==> src/rtl/muldiv_pkg.sv <==
// Shared encodings for the iterative multiply/divide unit.
// Latency: n/a (constants only).
// Backpressure: n/a.
package muldiv_pkg;

  // Decoder op field
  localparam logic [2:0] OP_MULT  = 3'b000;
  localparam logic [2:0] OP_MULTU = 3'b001;
  localparam logic [2:0] OP_DIV   = 3'b010;
  localparam logic [2:0] OP_DIVU  = 3'b011;
  localparam logic [2:0] OP_MTHI  = 3'b100;
  localparam logic [2:0] OP_MTLO  = 3'b101;

  // FSM state encoding: IDLE, CALC, FIX
  localparam logic [1:0] IDLE = 2'd0;
  localparam logic [1:0] CALC = 2'd1;
  localparam logic [1:0] FIX  = 2'd2;

endpackage

==> src/rtl/muldiv_unit_if.sv <==
// Issue/result bundle between the decoder (master) and the muldiv unit (slave).
// Latency: n/a (wires only).
// Backpressure: master must hold off new ops while busy; starts seen during busy are dropped.
// Ports: start/op/OP_A/OP_B/flush from master; busy/done/div_by_zero/hi/lo from slave.
interface muldiv_unit_if #(
  parameter int WIDTH = 32
);
  logic             start;
  logic [2:0]       op;
  logic [WIDTH-1:0] OP_A;
  logic [WIDTH-1:0] OP_B;
  logic             flush;
  logic             busy;
  logic             done;
  logic             div_by_zero;
  logic [WIDTH-1:0] hi;
  logic [WIDTH-1:0] lo;

  modport master (
    output start, op, OP_A, OP_B, flush,
    input  busy, done, div_by_zero, hi, lo
  );

  modport slave (
    input  start, op, OP_A, OP_B, flush,
    output busy, done, div_by_zero, hi, lo
  );
endinterface

==> src/rtl/muldiv_unit.sv <==
// Iterative shift-add multiplier / restoring divider with architectural HI/LO registers.
// Latency: MULT/DIV results land WIDTH+1 edges after the accepting edge; MTHI/MTLO in one edge.
// Backpressure: busy high while iterating; starts during busy are ignored, flush aborts.
// Ports: clk, rst (async active-low), bus (slave side of muldiv_unit_if).
module muldiv_unit
  import muldiv_pkg::*;
#(
  parameter int WIDTH = 32
) (
  input  logic         clk,
  input  logic         rst,
  muldiv_unit_if.slave bus
);

  localparam int CW = $clog2(WIDTH);

  function automatic logic [WIDTH-1:0] abs_w(input logic [WIDTH-1:0] v);
    return v[WIDTH-1] ? -v : v;
  endfunction

  function automatic logic [WIDTH-1:0] neg_w(input logic [WIDTH-1:0] v, input logic n);
    return n ? -v : v;
  endfunction

  function automatic logic [2*WIDTH-1:0] neg_2w(input logic [2*WIDTH-1:0] v, input logic n);
    return n ? -v : v;
  endfunction

  logic [1:0]         state;
  logic [CW-1:0]      count;
  // Shared shift register: multiply keeps {partial product, multiplier},
  // divide keeps {partial remainder, dividend/quotient}.
  logic [2*WIDTH-1:0] acc;
  logic [WIDTH-1:0]   opnd;     // multiplicand or divisor magnitude
  logic [WIDTH-1:0]   a_raw;    // dividend as issued, returned in HI on divide by zero
  logic               is_div;
  logic               neg_res;  // product / quotient sign
  logic               neg_rem;  // remainder follows dividend sign
  logic               b_zero;
  logic [WIDTH-1:0]   hi_q, lo_q;
  logic               busy_q, done_q, dbz_q;

  // Operand conditioning for an incoming start
  logic               in_signed;
  logic [WIDTH-1:0]   a_mag, b_mag;

  always_comb begin
    in_signed = ~bus.op[0];
    a_mag     = in_signed ? abs_w(bus.OP_A) : bus.OP_A;
    b_mag     = in_signed ? abs_w(bus.OP_B) : bus.OP_B;
  end

  // One iteration of each algorithm
  logic [WIDTH:0]     sum;
  logic [2*WIDTH-1:0] mul_next;
  logic [2*WIDTH:0]   shl;
  logic [WIDTH:0]     diff;
  logic [2*WIDTH-1:0] div_next;

  always_comb begin
    // Multiply: add multiplicand on LSB of multiplier, then shift right with carry.
    sum      = {1'b0, acc[2*WIDTH-1:WIDTH]} + {1'b0, (acc[0] ? opnd : {WIDTH{1'b0}})};
    mul_next = {sum, acc[WIDTH-1:1]};
    // Divide: shift left, trial subtract; a clear borrow bit keeps the difference
    // and sets the quotient bit. The remainder is always below 2*divisor, so
    // diff[WIDTH] is an exact borrow flag.
    shl  = {acc, 1'b0};
    diff = shl[2*WIDTH:WIDTH] - {1'b0, opnd};
    if (!diff[WIDTH]) begin
      div_next = {diff[WIDTH-1:0], shl[WIDTH-1:1], 1'b1};
    end else begin
      div_next = shl[2*WIDTH-1:0];
    end
  end

  always_ff @(posedge clk or negedge rst) begin
    if (!rst) begin
      state   <= IDLE;
      count   <= '0;
      acc     <= '0;
      opnd    <= '0;
      a_raw   <= '0;
      is_div  <= 1'b0;
      neg_res <= 1'b0;
      neg_rem <= 1'b0;
      b_zero  <= 1'b0;
      hi_q    <= '0;
      lo_q    <= '0;
      busy_q  <= 1'b0;
      done_q  <= 1'b0;
      dbz_q   <= 1'b0;
    end else begin
      done_q <= 1'b0;
      case (state)
        IDLE: begin
          // flush outranks start: the request is simply dropped
          if (bus.start && !bus.flush) begin
            case (bus.op)
              OP_MTHI: hi_q <= bus.OP_A;
              OP_MTLO: lo_q <= bus.OP_A;
              OP_MULT, OP_MULTU, OP_DIV, OP_DIVU: begin
                is_div  <= bus.op[1];
                acc     <= {{WIDTH{1'b0}}, (bus.op[1] ? a_mag : b_mag)};
                opnd    <= bus.op[1] ? b_mag : a_mag;
                neg_res <= in_signed & (bus.OP_A[WIDTH-1] ^ bus.OP_B[WIDTH-1]);
                neg_rem <= in_signed & bus.OP_A[WIDTH-1];
                b_zero  <= (bus.OP_B == '0);
                a_raw   <= bus.OP_A;
                dbz_q   <= 1'b0;
                count   <= '0;
                busy_q  <= 1'b1;
                state   <= CALC;
              end
              default: ;
            endcase
          end
        end
        CALC: begin
          if (bus.flush) begin
            busy_q <= 1'b0;
            state  <= IDLE;
          end else begin
            acc <= is_div ? div_next : mul_next;
            if (count == CW'(WIDTH - 1)) begin
              state <= FIX;
            end else begin
              count <= count + CW'(1);
            end
          end
        end
        FIX: begin
          busy_q <= 1'b0;
          state  <= IDLE;
          if (!bus.flush) begin
            done_q <= 1'b1;
            if (is_div && b_zero) begin
              hi_q  <= a_raw;
              lo_q  <= '1;
              dbz_q <= 1'b1;
            end else if (is_div) begin
              hi_q <= neg_w(acc[2*WIDTH-1:WIDTH], neg_rem);
              lo_q <= neg_w(acc[WIDTH-1:0], neg_res);
            end else begin
              {hi_q, lo_q} <= neg_2w(acc, neg_res);
            end
          end
        end
        default: begin
          busy_q <= 1'b0;
          state  <= IDLE;
        end
      endcase
    end
  end

  assign bus.busy        = busy_q;
  assign bus.done        = done_q;
  assign bus.div_by_zero = dbz_q;
  assign bus.hi          = hi_q;
  assign bus.lo          = lo_q;

endmodule

==> src/flat_wrapper.sv <==
// flat-port wrapper written by rule: the top's interface ports become plain ports
module muldiv_unit_flat import muldiv_pkg::*;
#(
  parameter int WIDTH = 32
)
  (clk, rst, bus_start, bus_op, bus_OP_A, bus_OP_B, bus_flush, bus_busy, bus_done, bus_div_by_zero, bus_hi, bus_lo);
  muldiv_unit_if #(.WIDTH(WIDTH)) bus_i ();
  input  logic clk;
  input  logic rst;
  input wire logic [$bits(bus_i.start)-1:0] bus_start;
  input wire logic [$bits(bus_i.op)-1:0] bus_op;
  input wire logic [$bits(bus_i.OP_A)-1:0] bus_OP_A;
  input wire logic [$bits(bus_i.OP_B)-1:0] bus_OP_B;
  input wire logic [$bits(bus_i.flush)-1:0] bus_flush;
  output wire logic [$bits(bus_i.busy)-1:0] bus_busy;
  output wire logic [$bits(bus_i.done)-1:0] bus_done;
  output wire logic [$bits(bus_i.div_by_zero)-1:0] bus_div_by_zero;
  output wire logic [$bits(bus_i.hi)-1:0] bus_hi;
  output wire logic [$bits(bus_i.lo)-1:0] bus_lo;
  assign bus_i.start = bus_start;
  assign bus_i.op = bus_op;
  assign bus_i.OP_A = bus_OP_A;
  assign bus_i.OP_B = bus_OP_B;
  assign bus_i.flush = bus_flush;
  assign bus_busy = bus_i.busy;
  assign bus_done = bus_i.done;
  assign bus_div_by_zero = bus_i.div_by_zero;
  assign bus_hi = bus_i.hi;
  assign bus_lo = bus_i.lo;
  muldiv_unit #(.WIDTH(WIDTH)) u_core (.clk(clk), .rst(rst), .bus(bus_i));
endmodule
==> config.mk <==
export PLATFORM = sky130hd
export DESIGN_NAME = muldiv_unit_flat
export DESIGN_NICKNAME = d
export VERILOG_FILES = /design/src/rtl/muldiv_pkg.sv /design/src/rtl/muldiv_unit_if.sv /design/src/rtl/muldiv_unit.sv /design/src/flat_wrapper.sv
export SDC_FILE = /design/constraint.sdc
export NUM_CORES = 1
export LEC_CHECK = 0
export CORE_ASPECT_RATIO = 1.2
export CORE_MARGIN = 4
export CORE_UTILIZATION = 30
export DETAILED_ROUTE_END_ITERATION = 8
export SYNTH_ARGS = -nofsm -noshare
export SYNTH_HDL_FRONTEND = slang
export SYNTH_SLANG_ARGS = --single-unit
==> constraint.sdc <==
create_clock -name clk -period 4.05 [get_ports clk]
set_clock_uncertainty 0.15 [all_clocks]
set_input_delay 0.81 -clock clk [delete_from_list [all_inputs] [get_ports clk]]
set_output_delay 0.81 -clock clk [all_outputs]
set_load 0.005 [all_outputs]
# == Yosys cells after proc, flatten, opt, wreduce, memory -nomap -nowiden ==
# Cells that the tools add are included.
# word_totals
regBits,206
inputBits,71
word_cells,110
# op_classes
addsub,8
eq_ne,18
n_mux,49
n_bitwise,4
n_reduce_logical,17
# op_table
cell,n
$mux 32,19
$mux 64,6
$neg 32->32,4
$pmux 32 s2,2
$pmux 64 s2,1
$neg 64->64,1
$add 32x32->33,1
$sub 33x32->33,1
$logic_not 32->1,1
$mux 5,4
$ne 2x2->1 const B,7
$reduce_and 4->1,3
$pmux 5 s2,1
$reduce_and 5->1,2
$mux 1,9
$reduce_and 3->1,3
$mux 2,4
$eq 3x2->1 const B,2
$eq 3x3->1 const B,2
$add 5x1->5 const B,1
$eq 5x5->1 const B,1
$ne 2x1->1 const B,2
$pmux 1 s2,2
$pmux 2 s2,1
other kinds (13),16

# == Depth between registers and ports, before layout ==
# Gate-level depths: netlist of the first run.
# depth
ltp_word,7
depth_mapped,15

# == Worst setup path before layout of the first run ==
# OpenSTA, ideal clock, no wires.
# synth_timing
path_kind,flip-flop to flip-flop
startpoint,reg u_core.acc[0]
endpoint,reg u_core.acc[63]
setup_time_ns,0.118
arrival_ns,3.181
required_time_ns,3.782
setup_slack_ns,0.601
path_stages_with_launch,15
n_path_buf,1
period_less_slack_ns,3.449
cell_sequence,dfrtp_1 -> inv_1 -> clkbuf_1 -> nor2_1 -> ha_1 -> o21a_1 -> o31a_1 -> o311ai_1 -> nand2_1 -> a211oi_1 -> o31ai_1 -> a31o_2 -> o311ai_1 -> a31oi_1 -> a21o_1
# synth_between
elab_chain_cells,5
# synth_lines
element,line,text
from (decl),muldiv_unit.sv:33,logic [2*WIDTH-1:0] acc;
from (signal assigned),muldiv_unit.sv:103,"acc <= {{WIDTH{1'b0}}, (bus.op[1] ? a_mag : b_mag)};"
from (signal assigned),muldiv_unit.sv:123,acc <= is_div ? div_next : mul_next;
$mux 32,muldiv_unit.sv:62,"sum = {1'b0, acc[2*WIDTH-1:WIDTH]} + {1'b0, (acc[0] ? opnd : {WIDTH{1'b0}})};"
$add 32x32->33,muldiv_unit.sv:62,
$mux 64,muldiv_unit.sv:123,
$mux 64,muldiv_unit.sv:119,if (bus.flush) begin
$pmux 64 s2,muldiv_unit.sv:94,case (state)
# No other way between the ends. The select of a mux whose other input is x is not followed.
# A chain may end at the register's enable or synchronous reset.

# == Worst setup path after layout of the first run ==
# layout_timing
startpoint,reg u_core.opnd[5]
endpoint,reg u_core.acc[63]
# layout_between
elab_chain_cells,5
# layout_lines
element,line,text
from (decl),muldiv_unit.sv:34,logic [WIDTH-1:0] opnd;
from (signal assigned),muldiv_unit.sv:104,opnd <= bus.op[1] ? b_mag : a_mag;
$sub 33x32->33 or $mux 32 (tied branches),"muldiv_unit.sv:68, muldiv_unit.sv:62",
$mux 64 or $add 32x32->33 (tied branches),"muldiv_unit.sv:69, muldiv_unit.sv:62",
$mux 64 (*),muldiv_unit.sv:123,
$mux 64 (*),muldiv_unit.sv:119,
$pmux 64 s2 (*),muldiv_unit.sv:94,
# Mark *: on every way between the ends. The rest lies on a longest branch, timed or not. The select of a mux whose other input is x is not followed.

==> results of run 1 <==
-- state kept, by name, indices dropped and copies added (netlist names) --
| register | cells |
|---|---|
| u_core.bus.busy | 1 |
| u_core.opnd | 32 |
| u_core.acc | 64 |
| u_core.neg_rem | 1 |
| u_core.bus.hi | 32 |
| u_core.bus.done | 1 |
| u_core.a_raw | 32 |
| u_core.neg_res | 1 |
| u_core.bus.lo | 32 |
| u_core.count | 5 |
| u_core.b_zero | 1 |
| u_core.is_div | 1 |
| u_core.bus.div_by_zero | 1 |
| u_core.state | 2 |
-- stage by stage --
step	cells	utilization (%)	power, mW	instance area [sq um]
6_report	3118	37.75	13.58	20780
3_5_place_dp	3074	36.17	11.04	19910
4_1_cts	3117	37.75	13.50	20780
3_3_place_gp	3074	36.17	10.98	19910
5_1_grt	3117	37.75	14.47	20780
2_1_floorplan	2190	-	7.971	16770
-- worst reg2reg max path, stage by stage (launching register included) --
cell and delay, ns:
dfrtp_1 0.35, inv_1 0.07, ha_1 0.38, a21o_1 0.24
or3_1 0.30, o21ai_0 0.60, a21oi_1 0.16, nand3b_1 0.36
xor2_4 0.25, buf_4 0.18, or3_1 0.31, o311ai_1 0.13
a31oi_1 0.08, a21o_1 0.17
-- how the worst min path moves through the flow --
stage / end / slack [ns] / cells after the start
after floorplan: u_core.a_raw[13] / 0.29 / 2
after global routing: u_core.opnd[9] / 0.15 / 1
after detailed placement: u_core.a_raw[14] / 0.31 / 2
after global placement: u_core.a_raw[13] / 0.30 / 2
final: u_core.opnd[9] / 0.1 / 1
after CTS: u_core.opnd[9] / 0.16 / 1
-- layer usage --
metal,GRT usage [%],vias up,wire length [microns]
met3,2.387,128,4065
met1,29.84,8392,29850
met2,38.20,657,33100
li1,-,8179,-
met5,0,-,0
met4,10.41,0,3762
-- area by class of cell --
cell class	count	area (sq um)
clock inverter	12	180.2
timing repair buffer	309	2738
inverter	69	259.0
multi-input combinational	1770	10850
sequential	206	5156
antenna	1	2.502
tap	720	900.9
fill	5795	34260
clock buffer	31	688.2
-- placed cells by master (no fill, tap or decap), types with 70 or more instances in the layout --
cell type	count
buf_4	166
a21oi_1	201
nor2_1	211
xnor2_1	101
clkdlybuf4s50_1	135
o21ai_0	214
dfrtp_1	205
nand2_1	309
xor2_1	72
ha_1	70
-- cells by family (layout without fill, tap and decap cells) --
group           after synthesis  after routing  synth area share, %
xor+xnor                    174            174                9.089
compound gates              701            701                25.18
buf+inv                     214            421                4.880
simple gates                752            752                20.38
mux                          71             71                4.261
other cells                   0              1                    0
flops                       206            206                30.74
fa+ha+maj                    72             72                5.462
-- power by group --
group	internal [mW]	total (mW)	leakage [nW]	switching [mW]
sequential	2.58	3.21	2.57	0.630
combinational	3.39	7.94	6.05	4.55
clock	1.46	2.42	0.421	0.966
==> flow_summary_export.csv, run 1 <==
group,metric,value,unit
timing,finalSetupViolCount,0,
pwr,p_per_area,653.4,mW/mm^2
route,postRouteAntennaNets,0,
synthesis,synthArstFlopShare,100.0,%
floorplanning,start_util,30.46,%
timing,drv_slew,0,
outcome,status,"finished clean",
setup_path,slowest_delay,0.60,ns
clock_network,cts_setup_buffers,0,
synthesis,ys_seq_elements,206,
setup_path,crit_family,"compound AO/OA/AOI/OAI gates",
setup_path,slowest_stage,"o21ai_0",
synthesis,synthTopCellsByCount,"nand2_1 (310), o21ai_0 (214), nor2_1 (212), dfrtp_1 (206), a21oi_1 (201)",
setup_path,rr_startpoint,"u_core.opnd[5]",
synthesis,synth_top_area_share,30.74,%
pwr,ir_drop,0.2991,mV
setup_path,setup.worst_path.start_class,"flop",
clock_network,cts_resized,0,
timing,min_period,3.826,ns
global_routing,grt_pass1_wl,106.2,mm
timing,rsz0062_at_grt,"no",
pwr,power_leakage,9.045,nW
global_routing,antenna_found_initial,0,
setup_path,endpoint_kind,"flop",
layout,areaGrowthSynthToFinish,23.92,%
setup_path,path_depth,13,
job,cap_violations,0,
timing,min_period_over_period,94.48,%
clock_network,clock_path_buffers,3,
route,viasPerCell,5.566,
floorplanning,die_w,223.8,microns
global_routing,grtUsageTotal,22.84,%
synthesis,synthesis.area,0.01677,sq mm
setup_path,rrSetupSlack,0.22,ns
place,gp_congestion,0.9621,
place,place_ws,0.1650,ns
layout,drive_gt1_share,10.43,%
setup_path,arrival,4.12,ns
synthesis,syn_avg_cell_area,7.656,sq um
synthesis,netlist_instances,2190,
setup_path,cp_num_buf_inv,2,
clock_network,cts_tree,"yes",
timing,fmax,261.4,MHz
timing,slew_headroom,29.97,%
setup_path,startpoint,"u_core.opnd[5]",
layout,nets,2523,
clock_network,numCtsBuffers,24,
route,drt_iter0_markers,1558,
synthesis,synth_edf_count,0,
synthesis,syn_nets,2333,
route,wl_per_cell,22.70,microns
synthesis,ys_types,82,
floorplanning,die_y,267.0,microns
clock_network,clkSinkCount,206,
floorplanning,ios,138,
floorplanning,core_area,0.05504,sq mm
synthesis,synth_area_leaders,"dfrtp_1 (31%), nand2_1 (6.9%), o21ai_0 (6.4%), a21oi_1 (6.0%), xnor2_1 (5.3%)",
setup_path,crit_type,"flop to flop",
clock_network,h-tree-depth,1,
global_routing,gr-total-overflow,0,
global_routing,grt_max_degree,86,
timing,whs,0.09727,ns
hold_path,min_path_type,"input pin to async pin",
place,dpl.hpwl,55.57,mm
timing,hold_viol,0,
floorplanning,dieArea,0.05975,sq mm
route,dr_total_vias,17360,
setup_path,path_cells,"inv_1, ha_1, a21o_1, or3_1, o21ai_0, a21oi_1, nand3b_1, xor2_4, buf_4, or3_1, o311ai_1, a31oi_1, a21o_1",
clock_network,postCtsHoldBufs,0,
route,dr.pass1.iters,5,
timing,tightest_slew,1.048,ns
global_routing,grt_pass1_vias,16930,
route,drc,0,
setup_path,rr_endpoint,"u_core.acc[63]",
timing,setup_ws,0.2238,ns
setup_path,worstSetupEndpoint,"u_core.acc[63]",
clock_network,clkSlewWorstSetupHoldPaths,0.07,ns
route,routed_wl,70.78,mm
timing,final.setup.tns,0,ns
setup_path,crit_required,4.34,ns
clock_network,clk_latency,0.55,ns
setup_path,reg2regPathDepth,13,
synthesis,yosysSeqAreaShare,30.74,%
synthesis,ys.flop_type,"dfrtp_1",
synthesis,synth_most_common_cell,"nand2_1",
synthesis,yosysTopAreaCell,"dfrtp_1",
floorplanning,rows,94,
clock_network,clockRootBuffer,"clkbuf_16",
setup_path,critPathMaxFanout,5,
place,portBuffers,137,
synthesis,yosysWarningCount,0,
Power figures use the tool's default switching activity.
==> inputs of run 2 (changes only) <==
--- a/config.mk
+++ b/config.mk
@@ -5,7 +5,6 @@
 export SDC_FILE = /design/constraint.sdc
 export NUM_CORES = 1
 export LEC_CHECK = 0
-export CORE_ASPECT_RATIO = 1.2
 export CORE_MARGIN = 4
 export CORE_UTILIZATION = 30
 export DETAILED_ROUTE_END_ITERATION = 8
==> flow_summary_export.csv, run 2 (same netlist as run 1, synthesis figures left out) <==
group,metric,value,unit
global_routing,grtUsageTotal,22.25,%
route,drc,0,
layout,max_flop_register,"u_core.acc",
clock_network,clockRootBuffer,"clkbuf_16",
timing,hold_viol,0,
global_routing,grt_pass1_wl,104.5,mm
floorplanning,core_area,0.05520,sq mm
pwr,ir_drop,0.4114,mV
floorplanning,ios,138,
setup_path,endpoint_kind,"flop",
timing,drv_slew,0,
layout,layout_common_cells,"nand2_1 (309), o21ai_0 (214), nor2_1 (211), dfrtp_1 (205), a21oi_1 (201)",
place,dpl.hpwl,53.21,mm
clock_network,clk_latency,0.59,ns
layout,fin_area,0.02070,sq mm
layout,drive_gt1_share,9.596,%
pwr,p_per_area,655.8,mW/mm^2
layout,largest_reg_flops,64,
floorplanning,start_util,30.38,%
pwr,p_total,13.57,mW
place,portBuffers,137,
timing,finalSetupViolCount,0,
layout,post-route-util,37.49,%
route,wl_per_cell,22.13,microns
timing,final.setup.tns,0,ns
clock_network,postCtsHoldBufs,0,
outcome,status,"finished clean",
setup_path,cp_common_cell,"a21oi_1",
clock_network,h-tree-depth,1,
global_routing,antenna_found_initial,1,
route,viasPerCell,5.628,
floorplanning,dieArea,0.05974,sq mm
setup_path,arrival,4.09,ns
timing,fmax,262.9,MHz
setup_path,slowest_delay,0.44,ns
timing,min_period_over_period,93.91,%
timing,slew_headroom,22.63,%
floorplanning,die_y,244.4,microns
clock_network,cts_resized,0,
route,postRouteAntennaNets,0,
timing,tightest_slew,1.156,ns
setup_path,critPathMaxFanout,18,
setup_path,slowest_stage,"dfrtp_1",
route,dr_total_vias,17580,
layout,areaGrowthSynthToFinish,23.43,%
setup_path,crit_required,4.34,ns
place,gp_congestion,0.9469,
route,drt_iter0_markers,1621,
route,routed_wl,69.15,mm
clock_network,cts_setup_buffers,0,
floorplanning,die_w,244.4,microns
layout,n_antenna_cell,0,
setup_path,setup.worst_path.start_class,"flop",
setup_path,crit_type,"flop to flop",
pwr,power_leakage,8.962,nW
layout,final_common_cell,"nand2_1",
global_routing,grt_max_degree,82,
route,dr.pass1.iters,5,
setup_path,path_cells,"inv_1, fa_1, nand2b_1, a21oi_1, o21ai_0, a21oi_1, nand3b_1, xor2_4, buf_12, mux2i_1, nor2_1, a221o_1",
job,cap_violations,0,
timing,min_period,3.803,ns
clock_network,clkSinkCount,206,
clock_network,clock_path_buffers,3,
global_routing,grt_pass1_vias,16860,
global_routing,gr-total-overflow,0,
layout,nets,2498,
floorplanning,rows,86,
timing,rsz0062_at_grt,"no",
clock_network,clkSlewWorstSetupHoldPaths,0.06,ns
clock_network,cts_tree,"yes",
place,dpl_cell_area,0.01973,sq mm
hold_path,min_path_type,"input pin to async pin",
timing,whs,0.1303,ns
clock_network,numCtsBuffers,27,
[run 2: critical path, delay by kind of cell, from the launching register on]
kind,cells,cell delay (ns)
compound gates,4,1.19
xor+xnor,1,0.31
fa+ha+maj,1,0.44
buf+inv,2,0.36
flops,1,0.44
mux,1,0.19
simple gates,3,0.56
[run 2: per-layer routing]
layer | track usage [%] | vias to the layer above | wire length, microns
li1 | - | 8143 | -
met1 | 31.47 | 8526 | 30930
met2 | 35.80 | 793 | 31090
met3 | 2.851 | 117 | 4868
met4 | 6.243 | 2 | 2259
met5 | 0 | - | 7
[run 2: path summary, 6_finish.rpt]
path / start / endpoint / slack, ns / cells after the start
setup / recovery: u_core.acc[32] / u_core.acc[43] / 0.25 / 12
min in group clk: u_core.a_raw[2] / u_core.a_raw[2] / 0.32 / 2
hold / removal: rst / u_core.bus.lo[22] / 0.13 / 1
setup reg to reg: u_core.acc[32] / u_core.acc[43] / 0.25 / 12
hold reg to reg: u_core.a_raw[2] / u_core.a_raw[2] / 0.32 / 2
max in group asynchronous: rst / u_core.acc[49] / 2.69 / 2
[run 2: cell type report]
class	count	area, sq um
Sequential cell	206	5156
Clock inverter	17	236.5
Tap cell	748	935.9
Fill cell	5671	34500
Clock buffer	33	728.2
Inverter	69	259.0
Timing Repair Buffer	281	2526
Multi-Input combinational cell	1770	10850
[run 2: stage by stage]
step	instances	setup WS (ns)
2_1_floorplan	2190	0.6007
3_3_place_gp	3074	0.1664
3_5_place_dp	3074	0.1680
4_1_cts	3124	0.2902
5_1_grt	3124	0.01181
6_report	3124	0.2466
[run 2: power breakdown]
| part | switching, mW | leakage (nW) | internal, mW |
|---|---|---|---|
| registers | 0.619 | 2.57 | 2.58 |
| logic | 4.45 | 5.92 | 3.26 |
| clock network | 1.05 | 0.471 | 1.61 |
